`config.mk`:
```
export PLATFORM = sky130hd
export DESIGN_NAME = spi_stepper_cmd_flat
export DESIGN_NICKNAME = d
export VERILOG_FILES = /design/src/rtl/stepper_spi_pkg.sv /design/src/rtl/spi_stepper_cmd_if.sv /design/src/rtl/spi_byte_strobe.sv /design/src/rtl/spi_stepper_cmd.sv /design/src/flat_wrapper.sv
export SDC_FILE = /design/constraint.sdc
export NUM_CORES = 1
export LEC_CHECK = 0
export ABC_AREA = 1
export CAP_MARGIN = 0
export CORE_ASPECT_RATIO = 1.2
export CORE_UTILIZATION = 25
export DETAILED_ROUTE_END_ITERATION = 12
export HOLD_SLACK_MARGIN = 0.02
export PLACE_DENSITY = 0.46
export SLEW_MARGIN = 10
export SYNTH_ARGS = -nofsm -noshare
export SYNTH_HDL_FRONTEND = slang
export SYNTH_HIERARCHICAL = 1
export SYNTH_SLANG_ARGS = --single-unit
```
`constraint.sdc`:
```
create_clock -name clk -period 2 [get_ports clk]
set_input_delay 0.2 -clock clk [delete_from_list [all_inputs] [get_ports clk]]
set_output_delay 0.2 -clock clk [all_outputs]
set_load 0.03 [all_outputs]
```
`src/rtl/stepper_spi_pkg.sv`:
```
// Shared constants, opcodes and state encoding for the SPI stepper command decoder.
package stepper_spi_pkg;

    localparam int unsigned DW    = 21;
    localparam int unsigned NDATA = 3;
    localparam int unsigned BW    = 8;
    localparam int unsigned CW    = 7;
    localparam int unsigned CNT_W = 2;

    localparam logic [2:0] OP_NOP       = 3'd0;
    localparam logic [2:0] OP_WR_PERIOD = 3'd1;
    localparam logic [2:0] OP_WR_STEPS  = 3'd2;
    localparam logic [2:0] OP_WR_CTRL   = 3'd3;
    localparam logic [2:0] OP_RD_LEFT   = 3'd4;

    typedef enum logic [1:0] {
        ST_IDLE = 2'd0,
        ST_DATA = 2'd1,
        ST_READ = 2'd2
    } state_e;

    // Readback byte shown to the host whenever no RD_LEFT reply is in flight.
    function automatic logic [BW-1:0] status_byte(input logic err, input logic busy,
                                                  input logic nz, input logic dir,
                                                  input logic en);
        return {1'b1, 2'b00, err, busy, nz, dir, en};
    endfunction

endpackage

```
`src/rtl/spi_stepper_cmd_if.sv`:
```
// Byte-level link between the SPI slave engine and the command decoder.
interface spi_stepper_cmd_if;
    import stepper_spi_pkg::*;

    logic          spi_cs;
    logic          spi_done;
    logic [BW-1:0] spi_dout;
    logic [BW-1:0] spi_din;

    modport master (output spi_cs, output spi_done, output spi_dout, input spi_din);
    modport slave  (input spi_cs, input spi_done, input spi_dout, output spi_din);
endinterface

```
`src/rtl/spi_byte_strobe.sv`:
```
// One-cycle strobe per completed transfer; done rises seen while cs is high are aborts.
module spi_byte_strobe
    import stepper_spi_pkg::*;
(
    input  logic          clk,
    input  logic          reset,
    input  logic          spi_cs,
    input  logic          spi_done,
    input  logic [BW-1:0] spi_dout,
    output logic          byte_v,
    output logic [BW-1:0] byte_data
);

    logic          prev_done_q, prev_done_d;
    logic          byte_v_q, byte_v_d;
    logic [BW-1:0] byte_q, byte_d;

    always_comb begin
        prev_done_d = spi_done;
        byte_v_d    = spi_done & ~prev_done_q & ~spi_cs;
        byte_d      = byte_v_d ? spi_dout : byte_q;
    end

    always_ff @(posedge clk) begin
        if (reset) begin
            prev_done_q <= 1'b0;
            byte_v_q    <= 1'b0;
            byte_q      <= '0;
        end else begin
            prev_done_q <= prev_done_d;
            byte_v_q    <= byte_v_d;
            byte_q      <= byte_d;
        end
    end

    assign byte_v    = byte_v_q;
    assign byte_data = byte_q;

endmodule

```
`src/rtl/spi_stepper_cmd.sv`:
```
// Decodes MIDI-style SPI frames into stepper control registers and serves readback bytes.
module spi_stepper_cmd
    import stepper_spi_pkg::*;
(
    input  logic                clk,
    input  logic                reset,
    spi_stepper_cmd_if.slave    spi,
    input  logic [DW-1:0]       steps_left,
    output logic [DW-1:0]       period,
    output logic [DW-1:0]       steps,
    output logic                dir,
    output logic                enable,
    output logic                load,
    output logic                err
);

    logic          byte_v;
    logic [BW-1:0] byte_data;

    spi_byte_strobe u_strobe (
        .clk       (clk),
        .reset     (reset),
        .spi_cs    (spi.spi_cs),
        .spi_done  (spi.spi_done),
        .spi_dout  (spi.spi_dout),
        .byte_v    (byte_v),
        .byte_data (byte_data)
    );

    state_e           state_q, state_d;
    logic [CNT_W-1:0] cnt_q, cnt_d;
    logic [2:0]       op_q, op_d;
    logic [DW-1:0]    acc_q, acc_d;
    logic [DW-1:0]    rd_sh_q, rd_sh_d;
    logic [DW-1:0]    period_q, period_d;
    logic [DW-1:0]    steps_q, steps_d;
    logic             dir_q, dir_d;
    logic             enable_q, enable_d;
    logic             load_q, load_d;
    logic             err_q, err_d;
    logic [BW-1:0]    spi_din_q, spi_din_d;

    always_comb begin
        state_d  = state_q;
        cnt_d    = cnt_q;
        op_d     = op_q;
        acc_d    = acc_q;
        rd_sh_d  = rd_sh_q;
        period_d = period_q;
        steps_d  = steps_q;
        dir_d    = dir_q;
        enable_d = enable_q;
        load_d   = 1'b0;
        err_d    = err_q;

        if (byte_v) begin
            if (byte_data[7]) begin
                op_d    = byte_data[6:4];
                acc_d   = '0;
                state_d = ST_IDLE;
                case (byte_data[6:4])
                    OP_NOP:       err_d = 1'b0;
                    OP_WR_PERIOD,
                    OP_WR_STEPS: begin
                        state_d = ST_DATA;
                        cnt_d   = CNT_W'(NDATA);
                    end
                    OP_WR_CTRL: begin
                        state_d = ST_DATA;
                        cnt_d   = CNT_W'(1);
                    end
                    OP_RD_LEFT: begin
                        state_d = ST_READ;
                        cnt_d   = CNT_W'(NDATA);
                        rd_sh_d = steps_left;
                    end
                    default:      err_d = 1'b1;
                endcase
                // An interrupted frame outranks a NOP's error clear.
                if (state_q != ST_IDLE) err_d = 1'b1;
            end else begin
                case (state_q)
                    ST_DATA: begin
                        acc_d = {acc_q[DW-8:0], byte_data[CW-1:0]};
                        cnt_d = cnt_q - CNT_W'(1);
                        if (cnt_q == CNT_W'(1)) begin
                            state_d = ST_IDLE;
                            case (op_q)
                                OP_WR_PERIOD: period_d = acc_d;
                                OP_WR_STEPS: begin
                                    steps_d = acc_d;
                                    load_d  = 1'b1;
                                end
                                OP_WR_CTRL: begin
                                    enable_d = byte_data[0];
                                    dir_d    = byte_data[1];
                                end
                                default: ;
                            endcase
                        end
                    end
                    ST_READ: begin
                        rd_sh_d = {rd_sh_q[DW-8:0], CW'(0)};
                        cnt_d   = cnt_q - CNT_W'(1);
                        if (cnt_q == CNT_W'(1)) state_d = ST_IDLE;
                    end
                    default: err_d = 1'b1;
                endcase
            end
        end

        // Readback byte is built from next-state values so it settles one clk after byte_v.
        if (state_d == ST_READ) begin
            spi_din_d = {1'b0, rd_sh_d[DW-1 -: CW]};
        end else begin
            spi_din_d = status_byte(err_d, state_d != ST_IDLE, |steps_left, dir_d, enable_d);
        end
    end

    always_ff @(posedge clk) begin
        if (reset) begin
            state_q   <= ST_IDLE;
            cnt_q     <= '0;
            op_q      <= OP_NOP;
            acc_q     <= '0;
            rd_sh_q   <= '0;
            period_q  <= '0;
            steps_q   <= '0;
            dir_q     <= 1'b0;
            enable_q  <= 1'b0;
            load_q    <= 1'b0;
            err_q     <= 1'b0;
            spi_din_q <= status_byte(1'b0, 1'b0, |steps_left, 1'b0, 1'b0);
        end else begin
            state_q   <= state_d;
            cnt_q     <= cnt_d;
            op_q      <= op_d;
            acc_q     <= acc_d;
            rd_sh_q   <= rd_sh_d;
            period_q  <= period_d;
            steps_q   <= steps_d;
            dir_q     <= dir_d;
            enable_q  <= enable_d;
            load_q    <= load_d;
            err_q     <= err_d;
            spi_din_q <= spi_din_d;
        end
    end

    assign spi.spi_din = spi_din_q;
    assign period      = period_q;
    assign steps       = steps_q;
    assign dir         = dir_q;
    assign enable      = enable_q;
    assign load        = load_q;
    assign err         = err_q;

endmodule

```
`src/flat_wrapper.sv`:
```
// flat-port wrapper written by rule: the top's interface ports become plain ports
module spi_stepper_cmd_flat import stepper_spi_pkg::*;
  (clk, reset, steps_left, period, steps, dir, enable, load, err, spi_spi_cs, spi_spi_done, spi_spi_dout, spi_spi_din);
  spi_stepper_cmd_if spi_i ();
  input  logic clk;
  input  logic reset;
  input  logic [DW-1:0] steps_left;
  output logic [DW-1:0] period;
  output logic [DW-1:0] steps;
  output logic dir;
  output logic enable;
  output logic load;
  output logic err;
  input wire logic [$bits(spi_i.spi_cs)-1:0] spi_spi_cs;
  input wire logic [$bits(spi_i.spi_done)-1:0] spi_spi_done;
  input wire logic [$bits(spi_i.spi_dout)-1:0] spi_spi_dout;
  output wire logic [$bits(spi_i.spi_din)-1:0] spi_spi_din;
  assign spi_i.spi_cs = spi_spi_cs;
  assign spi_i.spi_done = spi_spi_done;
  assign spi_i.spi_dout = spi_spi_dout;
  assign spi_spi_din = spi_i.spi_din;
  spi_stepper_cmd u_core (.clk(clk), .reset(reset), .spi(spi_i), .steps_left(steps_left), .period(period), .steps(steps), .dir(dir), .enable(enable), .load(load), .err(err));
endmodule
```
======== After elaboration in Yosys (flattened, before gate mapping) ========
Index checks and enable logic that the tools add are counted.
storage, ports and cells
  flip-flop bits (word level) ............. 106
  bits of input ports ..................... 33
  output and inout port bits .............. 54
  logic and storage cells ................. 92
operators by class
  $add $sub $neg .......................... 1
  equal/unequal tests ..................... 13
  muxes and demuxes ....................... 32
  bitwise gates (word level) .............. 9
  reductions and logical operators ........ 19
operators with widths
  cell                                           count
  two-way mux 21 bit                             4
  two-way mux 14 bit                             2
  OR reduction 21 bit                            1
  two-way mux 1 bit                              15
  == test 3 x 2 -> 1 bit, second input constant  4
  two-way mux 2 bit                              6
  AND reduction 5 bit                            2
  nonzero test 2 bit                             5
  two-way mux 8 bit                              1
  case mux 2 bit (2 select lines)                2
  NOT 1 bit                                      7
  == test 3 x 1 -> 1 bit, second input constant  2
  AND reduction 3 bit                            2
  OR reduction 3 bit                             2
  OR reduction 5 bit                             1
  == test 2 x 1 -> 1 bit, second input constant  2
  == test 2 bit, second input constant           2
  AND reduction 2 bit                            2
  OR reduction 2 bit                             2
  OR reduction 4 bit                             1
  == test 3 bit, second input constant           1
  zero test 3 bit                                1
  two-way mux 3 bit                              1
  != test 3 x 2 -> 1 bit, second input constant  1
  4 further kinds                                5

======== Longest topological paths before layout ========
  depth after elaboration ................. 8
  gate-level depth with buffers ........... 10
  depth with buffers taken out ............ 9

======== Hierarchy ========
The synthesis kept the hierarchy.
by module, submodules not included
  module           times used  cells each  area an instance (um^2)  seq. area each (um^2)
  spi_stepper_cmd  1           532         3,997.6                  1,921.8
  spi_byte_strobe  1           58          404.1                    200.2

======== Worst setup path after synthesis ========
No wires, ideal clock.
  path kind ............................... reg2reg
  start point ............................. reg u_core.state_q[0]
  end point ............................... reg u_core.rd_sh_q[19]
  setup time .............................. 128 ps
  arrival ................................. 1,301 ps
  required time ........................... 1,872 ps
  setup slack ............................. 571 ps
  cell stages (with the launch flop) ...... 9
  buffers on the path ..................... 2
  clock period less this slack ............ 1,429 ps
  path through ............................ dfxtp_1 -> inv_1 -> ha_1 -> or2_0 -> buf_2 -> nand3_2 -> buf_6 -> a21oi_1 -> nor2_1
between the ends
  word-level cells in the longest chain between the ends .. 4
ends and longest elaborated chain
  item                      RTL line                source
  start: declaration        spi_stepper_cmd.sv:30   state_e state_q, state_d;
  start signal: assignment  spi_stepper_cmd.sv:135  state_q <= state_d;
  == test 2 bit             spi_stepper_cmd.sv:82   case (state_q)
  two-way mux 21 bit        spi_stepper_cmd.sv:82
  two-way mux 21 bit        spi_stepper_cmd.sv:57   if (byte_data[7]) begin
  two-way mux 21 bit        spi_stepper_cmd.sv:56   if (byte_v) begin
  end signal: assignment    spi_stepper_cmd.sv:139  rd_sh_q <= rd_sh_d;
  end: declaration          spi_stepper_cmd.sv:34   logic [DW-1:0] rd_sh_q, rd_sh_d;
No other way between the ends. The select of a mux whose other input is x is not followed.
A chain may end at the register's enable or synchronous reset.

======== Worst setup path in the final report ========
  start point ............................. reg u_core.u_strobe.byte_q[7], in the netlist u_core/u_strobe/byte_data[7]
  end point ............................... reg u_core.spi_din_q[4], in the netlist u_core/spi.spi_din[4]
between the ends
  word-level cells in the longest chain between the ends .. 4
  elaborated cells on any way between the ends .. 8
  classes of those cells .................. eq/ne (1); mux (7)
ends and longest elaborated chain
  item                      RTL line                source
  start: declaration        spi_byte_strobe.sv:16   logic [BW-1:0] byte_q, byte_d;
  start signal: assignment  spi_byte_strobe.sv:32   byte_q <= byte_d;
  two-way mux 2 bit         spi_stepper_cmd.sv:57
  two-way mux 2 bit         spi_stepper_cmd.sv:56
  == test 2 bit             spi_stepper_cmd.sv:113  if (state_d == ST_READ) begin
  two-way mux 8 bit *       spi_stepper_cmd.sv:113
  end signal: assignment    spi_stepper_cmd.sv:133  spi_din_q <= status_byte(1'b0, 1'b0, |steps_left, 1'b0, 1'b0);
  end signal: assignment    spi_stepper_cmd.sv:146  spi_din_q <= spi_din_d;
  end: declaration          spi_stepper_cmd.sv:41   logic [BW-1:0] spi_din_q, spi_din_d;
Mark *: on every way between the ends. The rest lies on a longest branch, timed or not.

==> summary.txt <==
Layout
  • Area of the multi-input gates: between 1500 and 2000 um2
  • Area of all placed cells without fillers: 5776 um2
  • Number of fill cells: 1831
  • Share of layout cells above drive strength 1: 0.07681
  • Area growth syn-to-layout: 31.21%
  • Commonest cells after routing, fill and taps aside: nor2_1, dfxtp_1, clkdlybuf4s50_1
  • Diodes inserted: 0
  • Most common cell after layout, fill and taps aside: nor2_1
  • Register area: 2122 um2
  • Final net count: about 700
  • Final std cells w/o fill: 893
  • Post-layout utilization of the core: 0.3388

Global route
  • Grt peak-use layer: met2
  • Global-route total usage across every layer: 0.1350
  • Met3 GRT Util: 0.01630
  • Met2 Use GR: 0.2221
  • Pin count of the biggest net entering global routing: 40
  • GR Util met1: 0.1728
  • Vias in the first global route: 3836
  • Initial antenna violation count: 0
  • First-pass GRT wire length: approximately 19 mm
  • Total grt overflow: 0

Worst setup path
  • Crit. End Element: flip-flop
  • Slowest-stage cell, CP: dfxtp_1
  • Max incr delay on CP: ~0.51 ns
  • Critical path startpoint category: flip-flop
  • CP startpoint: u_core/u_strobe/byte_data[7]
  • CP Max Fanout: 12
  • Worst Path Arrival: 2.10 ns
  • CP required: 2.29 ns
  • Worst r2r src: u_core/u_strobe/byte_data[7]
  • Crit path cell chain: nand2_2 > nor2_1 > nand2_1 > inv_2 > nand2_1 > nand2_1 > o21ai_0 > nand2_1
  • Crit path buffers/inverters: 1
  • Crit Path Class: reg2reg
  • Largest delay share family, worst path: simple AND/OR/NAND/NOR gates
  • CP dominant cell by count: nand2_1

Die
  • Chip width: 123.1 um
  • IO Pins: 87
  • Die H: about 150 um
  • Row cnt: 52
  • Starting density of the core: 0.2582
  • Core area: 17050 um2
  • Die area: ~18000 um2

Routing
  • Mean routed wirelength per cell: 12.95 um
  • DRT antenna net count: 0
  • Via count: 3897
  • DR iter-0 viols: 227
  • Routed WL: around 12 mm
  • First drt pass iteration count: 4
  • Avg Vias per Cell: ~4.4
  • Residual DRC: 0

Clock network
  • Num CTS Buffers: 9
  • Worst-path clk slew: 0.07 ns
  • Htree depth: 3
  • Clock latency at the later pin of the worst-skew pair: 0.35 ns
  • Root Buffer: clkbuf_16
  • CTS sink count: 106
  • TritonCTS clock tree: yes
  • Cts repair resizes: 0
  • Setup Fix Bufs, Post-CTS: 0
  • Hold Buf Count CTS: 0
  • CTS max path bufs: 2

Timing
  • Hold Worst Slack: 0.4312 ns
  • Setup violations, final: 0
  • Min cycle time layout: around 1.8 ns
  • Clock skew: 0.007758 ns
  • Slew headroom: 0.6975
  • RSZ-0062 raised after global routing: false
  • Final hold vios: 0
  • Fmax achieved: 0.5513 GHz
  • Fin Setup TNS: 0 ns
  • Max Slew Vio Count: 0
  • Tcrit/Tclk final: 0.9070
  • Worst Max-Slew Pin Slew: 0.4538 ns

Hold path
  • Hold_sp: spi_spi_dout[0]
  • Hold Crit Class: in2reg

Place
  • # port buffers: 86
  • Dpl hpwl: 8.562 mm
  • Post-DP Area: 5484 um2
  • Routability cong.: 0.7923
  • Placed Cells: slightly below 900

Outcome
  • Status: complete, no violations

Logic synthesis
  • Adder-cell share of the synthesized area: 0.01137
  • Post-Synth XOR/XNOR Area: 0
  • Largest family of logic cells by synthesized area: simple AND/OR/NAND/NOR gates
  • Yosys cell types: 31
  • Simple-Gate Fraction of Synth Area: 0.2325
  • Cells after Synth: 590
  • Compound-Gate Fraction of Synth Area: 0.1706
  • Seq/Total Area, Yosys: 0.4821
  • Yosys reg bits: 106
  • Multiplexer area fraction after synthesis: 0
  • Mapped Area: 4402 um2
  • Yosys warns: 6
  • Syn avg cell area: 7.461 um2
  • Syn nets: 627

Power
  • Pwr per Cell Area: between 700 and 800 nW/um2
  • Leak: 2.273 nW
  • Worst vdd ir: 370.5 uV

Run
  • Max-cap violations: 0
## metrics by stage
step,power [mW],worst slack (ns)
finish,4.145,0.1860
CTS,4.198,0.1829
global route,4.323,0.009664
floorplan,2.337,0.5712
global placement,2.469,0.2355
detailed placement,2.469,0.1880
## metal layers
metal | wire length, um | up-vias
met5 | 0 | -
met3 | 341 | 15
li1 | - | 2046
met4 | 264 | 0
met1 | 5446 | 1780
met2 | 5514 | 56
## flip-flops by register name, indices dropped and copies added (netlist names)
signal and count:
u_core/op_q 3, u_core/u_strobe/prev_done_q 1, u_core/u_strobe/byte_v 1, u_core/period 21
u_core/u_strobe/byte_data 8, u_core/err 1, u_core/state_q 2, u_core/rd_sh_q 21
u_core/dir 1, u_core/acc_q 14, u_core/cnt_q 2, u_core/enable 1
u_core/spi.spi_din 8, u_core/load 1, u_core/steps 21
## kinds of logic after synthesis
logic type                 after synthesis
adders and majority gates                4
DFF                                    106
and+or+nand+nor                        239
buffers and inverters                   99
AOI/OAI and AO/OA                      142
## cell usage after synthesis
cell type  number  area, um2
ha_1            4      50.05
inv_1          66      247.7
nor2_4          3      33.78
buf_6           5      56.30
nor2_2          3      18.77
clkbuf_1        8      30.03
buf_4           9      67.56
nand2_1        85      319.1
nor3_1          1      5.000
o22ai_1        10      62.56
nand3_1        21      105.1
nand3_4         1      17.52
a21boi_0        4      30.03
nand2_4         1      11.26
nor3_2          2      20.02
or2_2           4      25.02
and3_1          1      6.260
a21oi_1        56      280.3
dfxtp_1       106       2122
buf_2           6      30.03
or2_0           1      6.260
a211oi_1        1      7.510
inv_2           4      15.01
a31oi_1         2      12.51
nand3_2         2      20.02
o21ai_0        58      290.3
o211ai_1        5      37.54
inv_6           1      8.760
nor2_1        111      416.7
nand2_2         3      18.77
o21ai_1         6      30.03
## path summary, 6_finish.rpt
kind                                                      to  slack (ns)  cells past startpoint
worst max-delay path                   u_core/spi.spi_din[4]        0.19                      8
worst min-delay path            u_core/u_strobe/byte_data[0]        0.43                      3
worst max register to register         u_core/spi.spi_din[4]        0.19                      8
worst min register to register             u_core/rd_sh_q[0]        0.47                      2
## power by group
part	switching, mW	internal, mW	leakage, nW	total [mW]
combinational	0.150	0.117	1.27	0.267
sequential	0.0200	2.13	0.856	2.15
clock	0.853	0.877	0.142	1.73
## final cells by class
type / count / share of cell area
tap: 216 / 0.04679
inverter: 71 / 0.04701
clock buffer: 10 / 0.03964
clock inverter: 6 / 0.01083
multi-input combinational: 385 / 0.3159
sequential: 106 / 0.3674
timing repair buffer: 99 / 0.1724
## worst min-delay path: stages
cell             delay, ns
clkdlybuf4s50_1       0.39
nor2_1                0.10
nor2_1                0.05
No activity file was read; power rests on OpenSTA's default activity.
